<file path="src/rtl/egress_arbiter.sv">
// Per-egress-port packet scheduler: packet-granular round-robin over four
// AXIS ingress ports whose tdest selects this port, with a beat mux and tready return.
module egress_arbiter #(
    parameter int unsigned PORT_ID = 0,
    parameter int unsigned DATA_W  = 16,
    parameter int unsigned CNT_W   = 16
) (
    input  logic                clk,
    input  logic                reset,
    input  logic                enable,
    input  logic [4*DATA_W-1:0] in_tdata,
    input  logic [3:0]          in_tvalid,
    input  logic [3:0]          in_tlast,
    input  logic [7:0]          in_tdest,
    output logic [3:0]          in_tready,
    output logic [DATA_W-1:0]   out_tdata,
    output logic                out_tvalid,
    output logic                out_tlast,
    input  logic                out_tready,
    output logic [3:0]          grant,
    output logic                busy,
    output logic [CNT_W-1:0]    pkt_count
);

    localparam logic [1:0] PID = 2'(PORT_ID);

    typedef enum logic {IDLE, GRANT} state_t;

    state_t           state, state_nx;
    logic [1:0]       gsel, gsel_nx;
    logic [1:0]       last, last_nx;
    logic [CNT_W-1:0] cnt_nx;
    logic [3:0]       req;
    logic [1:0]       pick;
    logic [1:0]       cand;
    logic             found;

    always_comb begin
        req = '0;
        for (int unsigned i = 0; i < 4; i++) begin
            req[i] = in_tvalid[i] && (in_tdest[2*i +: 2] == PID);
        end
    end

    // Search starts one past the last served port, so the previous winner goes last.
    always_comb begin
        pick  = gsel;
        cand  = '0;
        found = 1'b0;
        for (int unsigned k = 1; k <= 4; k++) begin
            cand = last + 2'(k);
            if (!found && req[cand]) begin
                pick  = cand;
                found = 1'b1;
            end
        end
    end

    always_comb begin
        state_nx   = state;
        gsel_nx    = gsel;
        last_nx    = last;
        cnt_nx     = pkt_count;
        grant      = '0;
        busy       = 1'b0;
        out_tvalid = 1'b0;
        out_tlast  = 1'b0;
        out_tdata  = '0;
        in_tready  = '0;
        case (state)
            IDLE: begin
                if (enable && (|req)) begin
                    gsel_nx  = pick;
                    state_nx = GRANT;
                end
            end
            GRANT: begin
                grant[gsel]     = 1'b1;
                busy            = 1'b1;
                out_tvalid      = in_tvalid[gsel];
                out_tlast       = in_tlast[gsel];
                out_tdata       = in_tdata[gsel*DATA_W +: DATA_W];
                in_tready[gsel] = out_tready;
                if (out_tvalid && out_tready && out_tlast) begin
                    state_nx = IDLE;
                    last_nx  = gsel;
                    cnt_nx   = pkt_count + CNT_W'(1);
                end
            end
        endcase
    end

    always_ff @(posedge clk or posedge reset) begin
        if (reset) begin
            state     <= IDLE;
            gsel      <= '0;
            last      <= 2'd3;
            pkt_count <= '0;
        end else begin
            state     <= state_nx;
            gsel      <= gsel_nx;
            last      <= last_nx;
            pkt_count <= cnt_nx;
        end
    end

endmodule

</file>
<file path="config.mk">
export PLATFORM = sky130hd
export DESIGN_NAME = egress_arbiter
export DESIGN_NICKNAME = d
export VERILOG_FILES = /design/src/rtl/egress_arbiter.sv
export SDC_FILE = /design/constraint.sdc
export NUM_CORES = 1
export LEC_CHECK = 0
export ABC_AREA = 1
export BUFFER_PORTS_ARGS = -buffer_cell sky130_fd_sc_hd__buf_2
export CAP_MARGIN = 20
export CORE_ASPECT_RATIO = 0.7
export CORE_UTILIZATION = 47
export CTS_BUF_LIST = sky130_fd_sc_hd__clkbuf_4
export CTS_CLUSTER_DIAMETER = 60
export DETAILED_ROUTE_END_ITERATION = 8
export HOLD_SLACK_MARGIN = 0.1
export PLACE_DENSITY = 0.91
export SYNTH_ARGS = -nofsm -noshare
export SYNTH_HDL_FRONTEND = slang
export SYNTH_SLANG_ARGS = --single-unit
</file>
<file path="constraint.sdc">
create_clock -name clk -period 2.7 [get_ports clk]
set_input_delay 0.54 -clock clk [delete_from_list [all_inputs] [get_ports clk]]
set_output_delay 0.54 -clock clk [all_outputs]
set_load 0.05 [all_outputs]
</file>
# ---- Yosys cells after proc, flatten, opt, wreduce, memory -nomap -nowiden
# Index checks and enable logic that the tools add are counted.
dict set report op_classes {
  add_sub_neg 4
  mul 0
  n_div 0
  n_lt_le_gt_ge 6
  eq_ne 0
  shift 1
  muxes 30
  bitwise_logic 2
  n_reduce_logical 22
}
# op n
set op_table {}
lappend op_table {{$shiftx A64 B7 Y16} 1}
lappend op_table {{$add A16 B1 Y16 const B} 1}
lappend op_table {{$mux W16} 1}
lappend op_table {{$lt A2 B3 Y1 const B} 5}
lappend op_table {{$mux W1} 15}
lappend op_table {{$bmux W1 S2} 6}
lappend op_table {{$logic_and A1 B1 Y1} 11}
lappend op_table {{$logic_not A2 Y1} 4}
lappend op_table {{$mux W2} 4}
lappend op_table {{$mux W4} 2}
lappend op_table {{$add A2 B2 Y2 const B} 2}
lappend op_table {{$and A4 B4 Y4} 1}
lappend op_table {{$reduce_bool A4 Y1} 1}
lappend op_table {{$reduce_or A4 Y1} 1}
lappend op_table {{$logic_not A1 Y1} 3}
lappend op_table {{$reduce_and A3 Y1} 1}
lappend op_table {{$add A2 B1 Y2 const B} 1}
lappend op_table {{$demux W1 S2} 1}
lappend op_table {{$ge A2 B1 Y1 const B} 1}
lappend op_table {{$pmux W1 S2} 1}
lappend op_table {{$reduce_and A2 Y1} 1}
lappend op_table {{$not A1 Y1} 1}
dict set report word_totals {
  register_bits 21
  latch_bits 0
  mem_bits_rw 0
  mem_bits_ro 0
  input_bits 84
  out_inout_bits 43
  word_cells 69
  n_memories 0
}

# ---- Logic depth before layout (Yosys ltp)
# Gate-level depths: netlist of the first run.
dict set report depth {
  word_depth 15
  ltp_mapped 13
  mapped_depth_nobuf 12
}

# ---- Worst setup path before layout of the first run
# No wires, ideal clock.
dict set report synth_path {
  kind {reg-to-output}
  from {reg gsel[1]}
  to {out in_tready[2]}
  t_arrival_ns 2.149
  t_required_ns 2.160
  path_slack_ns 0.011
  path_stages_with_launch 6
  path_buffers 1
  path_cell_list {dfrtp_1 > inv_2 > nor2_4 > clkbuf_1 > inv_1 > nor3_1}
}
dict set report synth_via {
  elab_chain_cells 6
  word_cells_on_any_way 7
  classes_between {2 x order compare; 3 x mux; 1 x bitwise; 1 x reduce/logical}
}
# item line_no
set synth_rtl {}
lappend synth_rtl {{start: declaration} 30} ;# logic [1:0] gsel, gsel_nx;
lappend synth_rtl {{start signal: assignment} 101} ;# gsel <= gsel_nx;
lappend synth_rtl {{$lt A2 B3 Y1 (not written as such) / $ge A2 B1 Y1 (equally long branches)} 83} ;# in_tready[gsel] = out_tready;
lappend synth_rtl {{$logic_and A1 B1 Y1 (not written as such)} 83}
lappend synth_rtl {{$mux W1 (not written as such)} 83}
lappend synth_rtl {{$demux W1 S2 (*)} 83}
lappend synth_rtl {{$and A4 B4 Y4 (no line) (*)} -}
lappend synth_rtl {{$mux W4 (*)} 70} ;# case (state)
lappend synth_rtl {{end: declaration} 15} ;# output logic [3:0] in_tready,
# Mark *: on every way between the ends. The rest lies on a longest branch, timed or not.

# ---- Worst setup path after layout of the first run
dict set report layout_path {
  from {reg gsel[0]}
  to {out out_tlast}
}
dict set report layout_via {
  elab_chain_cells 3
}
# item line_no
set layout_rtl {}
lappend layout_rtl {{$bmux W1 S2} 81} ;# out_tlast = in_tlast[gsel];
lappend layout_rtl {{$mux W1 (not written as such)} 81}
lappend layout_rtl {{$mux W1} 70}
lappend layout_rtl {{end: declaration} 18} ;# output logic out_tlast,
# No other way between the ends. The select of a mux whose other input is x is not followed.

==> results.cfg, run 1 <==
[pwr]
p_sw_mw = 2.03
pwr-share-seq_pct = 17.9
internal-power_mw = 1.03
power.leakage_nw = 1.39
power_density_mw_per_mm2 = 1190
ir_worst_vdd_mv = 1.01
comb_power_share_pct = 77.2
swShare_pct = 66.3
clkPwrFrac_pct = 5.0

[clock_network]
cts.reportedPaths.clkPinSlew_ns = 0.12
ctsResizeCount = 0
clock_latency_ns = 0.31
ctsHoldBuffers = 0
tritoncts = yes
root_buffer = clkbuf_4
cts_buffers = 3
cts_sinks = 21
cts_max_level = 1
cts_setup_buffers = 0
cts_buffer_depth = 2

[critical_path]
path_class = flop to output port
critPathArrivalTime_ns = 1.98
slowest_delay_ns = 0.50
r2r_cells = 12
crit_chain = nand2_1 -> clkinv_2 -> nand2_1 -> nand2_1 -> a221oi_2 -> nor2_1 -> buf_2
cp-start-kind = flop
crit_path_max_fanout = 18
cp_common_cell = nand2_1
timing.rr.start = gsel[0]
rrSetupSlack_ns = 0.56
r2r_end = pkt_count[2]
crit_required_ns = 2.16
crit_slowest_cell = dfrtp_1
end_kind = output port

[placed_design]
place_hpwl_microns = 4950
gp_congestion = 0.920
dp_slack_ns = 0.527
port_buffers = 126

[finish]
diodes = 0
fillCellCount = 344
seqCellArea_sq_um = 528
area_growth_pct = 34.6
drive_gt1_share_pct = 37.1
multi_input_area_sq_mm = 0.00122
nNetsFinal = 490

[drt]
vias = 2460
wl_per_cell_microns = 13.9
drtIter0Drc = 226
wl_microns = 6310
dr.pass1.iters = 6
viasPerCell = 5.42
ant_nets = 0
drc = 0

[floorplan]
die_w_microns = 78.1
dieArea_sq_mm = 0.00432
rows = 18
core_area_sq_mm = 0.00369
num_io_pins = 127
initial_core_util_pct = 51.6
die_y_microns = 55.3

[synth]
syn_area_sq_mm = 0.00191
ys_seq_area_share_pct = 27.7
yosys_warnings = 0
syn_nets = 369
synthCells = 284
synth_cell_type_count = 29
post_synth.cell_area_avg_sq_um = 6.71
ys_seq_elements = 21

[timing]
clock.fmax_ghz = 0.396
hold_viol_final = 0
tns_ns = 0
worst_slew_pin_slew_ns = 0.779
slew_violations = 0
fin_crit_sh_pct = 93.5
fin_skew_ns = 0.00766
rsz0062_at_grt = false
setup_violations = 0
fin_crit_ns = 2.52
finalWorstSetupSlack_ns = 0.176
max_slew_margin_pct = 48.0

[run]
maxCapViolations = 0

[global_routing]
gr-total-overflow = 0
grt_pass1_wl_microns = 10300
grt_max_degree = 29
antenna_found_initial = 0
grt_pass1_vias = 2207
grt_usage_pct = 29.6

[run_status]
outcome = finished clean

[worst_hold_path]
hp-class = input port to async pin
[flip-flops by register name, indices dropped and copies added, names as in the netlist]
name and flops:
pkt_count 16, gsel 2, last 2, state 1
[how the worst max path moves through the flow]
stage	startpoint	endpoint
floorplan	gsel[1]	in_tready[2]
global placement	gsel[0]	out_tlast
detailed placement	gsel[0]	out_tlast
CTS	gsel[0]	out_tlast
global route	gsel[1]	out_tlast
finish	gsel[0]	out_tlast
[Yosys cell counts, drive strengths merged]
library cell	count	area, sq um
a21oi	20	104
a221oi	1	15.0
a22oi	32	240
nand4	3	18.8
clkinv	1	5.00
nand3	23	115
dfrtp	19	475
nor3	12	71.3
nor2	21	101
ha	1	12.5
xnor2	6	52.6
and2	1	6.26
clkbuf	6	22.5
nor4	1	6.26
nand2	90	345
buf	5	46.3
o21ai	11	66.3
xor2	8	70.1
dfstp	2	52.6
inv	21	78.8
[power by group through the flow]
stage	clock, mW	combinational [mW]	sequential (mW)
finish	0.153	2.36	0.547
global route	0.171	2.51	0.562
CTS	0.154	2.35	0.541
detailed placement	0	2.34	0.544
global placement	0	2.31	0.542
floorplan	0	1.71	0.694
[cells in the final DEF (no fill, tap or decap)]
cell type / instances
nand4_1: 3
nor3_1: 11
ha_1: 1
and2_1: 1
clkinv_2: 2
xnor2_1: 6
nor2_4: 3
dfrtp_1: 19
inv_2: 4
nor3_4: 1
a221oi_2: 1
buf_4: 1
nand2_1: 87
nand3_1: 23
o21ai_1: 5
nor2_1: 18
clkbuf_4: 3
inv_1: 17
xor2_1: 8
a22oi_1: 32
nand2_2: 3
dfstp_2: 2
nor4_1: 1
a21oi_2: 1
o21ai_0: 3
a21oi_1: 19
o21ai_2: 3
buf_2: 126
[critical path: cells and delay by family, from the launching register on]
family                 cells  cell delay, ns
AOI/OAI and AO/OA          1            0.28
buffers and inverters      2            0.47
DFF                        1            0.50
and+or+nand+nor            4            0.43
[per-layer routing]
layer,vias up,share of wire (%),track usage [%]
met5,-,0,0
met4,0,1.0,6.88
met3,10,8.5,4.79
met2,125,47,48.4
met1,1115,44,40.9
li1,1210,-,-
[final cells by class]
type | instances | share of cell area (%)
clock buffer | 3 | 0.878
timing repair buffer | 127 | 24.9
sequential | 21 | 20.6
inverter | 22 | 3.27
multi-input combinational | 230 | 47.8
tap | 50 | 2.44
clock inverter | 1 | 0.195
[stage by stage]
step / util [%] / power [mW] / std cells / hold slack, ns / cell area, sq um
2_1_floorplan: - / 2.40 / 284 / 0.515 / 1910
3_3_place_gp: 68.7 / 2.85 / 450 / 0.511 / 2540
3_5_place_dp: 68.7 / 2.89 / 450 / 0.553 / 2540
4_1_cts: 69.4 / 3.04 / 454 / 0.366 / 2560
5_1_grt: 69.4 / 3.24 / 454 / 0.402 / 2560
6_report: 69.4 / 3.06 / 454 / 0.347 / 2560
[logic make-up after synthesis]
| logic type | synth area share, % |
|---|---|
| simple gates | 34.9 |
| compound gates | 22.3 |
| buf+inv | 8.01 |
| flops | 27.7 |
| xor+xnor | 6.43 |
| fa+ha+maj | 0.656 |
(Power assumes the default switching activity.)
==> run 2: changes to the inputs <==
ABC_AREA = 0   (was 1)
CORE_UTILIZATION = 45   (was 47)
PLACE_DENSITY = 0.9   (was 0.91)
==> run 2 against run 1 <==
Against the previous run: hold slack better by 0.020 ns; clock skew is 0.0028 ns lower; area after synthesis is 9.8% lower; critical path type unchanged.
==> results.cfg, run 2 <==
[timing]
fin_crit_ns = 2.48
slew_violations = 0
max_slew_margin_pct = 46.5
rsz0062_at_grt = false
holdWs_ns = 0.368
hold_viol_final = 0
setup_violations = 0
worst_slew_pin_slew_ns = 0.802
clock.fmax_ghz = 0.403
fin_skew_ns = 0.00486
fin_crit_sh_pct = 91.8
finalWorstSetupSlack_ns = 0.220

[critical_path]
critPathBufInv = 2
crit_required_ns = 2.16
slowest_delay_ns = 0.55
crit_slowest_cell = dfrtp_1
cp_top_family = flip-flops
path_class = flop to output port
end_kind = output port
timing.rr.start = state
cp-start-kind = flop
crit_chain = buf_4 -> mux4_2 -> and2_1 -> buf_2
crit_start = gsel[1]
critPathArrivalTime_ns = 1.94
crit_path_max_fanout = 21

[finish]
reg_top3 = pkt_count x16, gsel x2, last x2
diodes = 0
multi_input_area_sq_mm = 0.00112
nNetsFinal = 373
regMostFlops = pkt_count
fillCellCount = 278
area_growth_pct = 41.5
drive_gt1_share_pct = 54.0
layout_commonest_cell = buf_2
seqCellArea_sq_um = 528
layout_common_cells = buf_2 (126), and2_1 (19), dfrtp_1 (19), nand2_1 (15), mux4_2 (14)
largest_register_ffs = 16

[floorplan]
core_area_sq_mm = 0.00358
die_w_microns = 75.9
rows = 18
initial_core_util_pct = 48.0
dieArea_sq_mm = 0.00407
num_io_pins = 127
die_y_microns = 53.7

[synth]
yosys_warnings = 0
yosys.area.top_type = dfrtp_1
synth_edf_count = 0
ys_seq_elements = 21
synth_top_area_share_pct = 27.7
synth-main-ff-cell = dfrtp_1
synth_cell_type_count = 36
syn_area_sq_mm = 0.00172
post_synth.cell_area_avg_sq_um = 10.5
synthCells = 163
ys_top_cells_by_count = and2_1 (19), dfrtp_1 (19), nand2_1 (15), mux4_2 (14), nor2_1 (12)
synth.area.top_cells = dfrtp_1 (28%), mux4_2 (18%), and2_1 (6.9%)
ys_seq_area_share_pct = 30.7
syn_nets = 248
synth-async-reset-ratio_pct = 100

[clock_network]
clock_latency_ns = 0.31
cts_buffers = 3
ctsHoldBuffers = 0
root_buffer = clkbuf_4
cts_max_level = 1
tritoncts = yes
cts_sinks = 21
cts_setup_buffers = 0
ctsResizeCount = 0
cts.reportedPaths.clkPinSlew_ns = 0.12
cts_buffer_depth = 2

[drt]
dr.pass1.iters = 4
viasPerCell = 5.38
drtIter0Drc = 86
drc = 0
ant_nets = 0
wl_microns = 5300
wl_per_cell_microns = 15.7
vias = 1813

[worst_hold_path]
hp-class = input port to async pin

[placed_design]
place_hpwl_microns = 4290
gp_congestion = 0.920
port_buffers = 126
dp_slack_ns = 0.557

[global_routing]
antenna_found_initial = 0
grt_usage_pct = 25.1
grt_max_degree = 29
gr-total-overflow = 0
grt_pass1_vias = 1602
grt_pass1_wl_microns = 7410

[run]
maxCapViolations = 0

[pwr]
power_density_mw_per_mm2 = 1080
power.leakage_nw = 1.27
total_power_mw = 2.64
ir_worst_vdd_mv = 0.697

[run_status]
outcome = finished clean
run 2: cell types whose count changed in the layout (fill, tap and decap cells not counted), moves of 14 or more:
cell,delta
nand2_1,-72
a22oi_1,-32
a21oi_1,-16
and2_1,+18
mux4_2,+14
nand3_1,-19
run 2: report_power, final:
group | internal [mW] | switching, mW
Combinational | 0.645 | 1.30
Clock | 0.0678 | 0.0981
Sequential | 0.386 | 0.137
run 2: metrics by stage:
stage / cell area, sq um / utilization (%) / std cells / setup TNS, ns
2_1_floorplan: 1720 / - / 163 / -0.259
3_3_place_gp: 2400 / 67.1 / 333 / 0
3_5_place_dp: 2400 / 67.1 / 333 / 0
4_1_cts: 2430 / 67.9 / 337 / 0
5_1_grt: 2430 / 67.9 / 337 / 0
6_report: 2430 / 67.9 / 337 / 0
run 2: worst register-to-register path: stages, from the launching register on:
cell     delay (ns)
dfrtp_1        0.73
and2_1         0.25
and3_1         0.40
nand4_4        0.20
nor3_2         0.21
xor2_1         0.16
run 2: worst paths after layout:
| path | to | cells after the start | slack [ns] |
|---|---|---|---|
| setup reg to reg | pkt_count[9] | 5 | 0.69 |
| hold / removal | pkt_count[7] | 2 | 0.37 |
| min in group clk | pkt_count[15] | 1 | 0.49 |
| setup / recovery | out_tdata[8] | 4 | 0.22 |
| hold reg to reg | pkt_count[15] | 1 | 0.49 |
| max in group asynchronous | gsel[0] | 2 | 1.83 |
run 2: metal layers:
layer  part of all wire (%)  global-route usage (%)  vias up
met2                     50                    46.2       80
met4                    1.2                    4.94        0
li1                       -                       -      855
met1                     41                    29.9      868
met5                      0                       0        -
met3                    8.5                    6.37       10
run 2: final cells by class:
class,instances,area share [%]
multi-input combinational,127,46.2
timing repair buffer,129,27.4
sequential,21,21.7
tap,50,2.57
clock buffer,4,1.24
inverter,6,0.926
run 2: cell families (layout without fill, tap and decap cells):
family / after synthesis / count (layout) / synth area share (%)
adder cells (fa/ha/maj): 1 / 1 / 0.728
XOR/XNOR: 15 / 15 / 7.65
AO/OA/AOI/OAI: 16 / 16 / 6.48
multiplexers: 18 / 18 / 24.5
AND/OR/NAND/NOR: 77 / 77 / 25.7
flip-flops: 21 / 21 / 30.7
buffers and inverters: 15 / 139 / 4.22
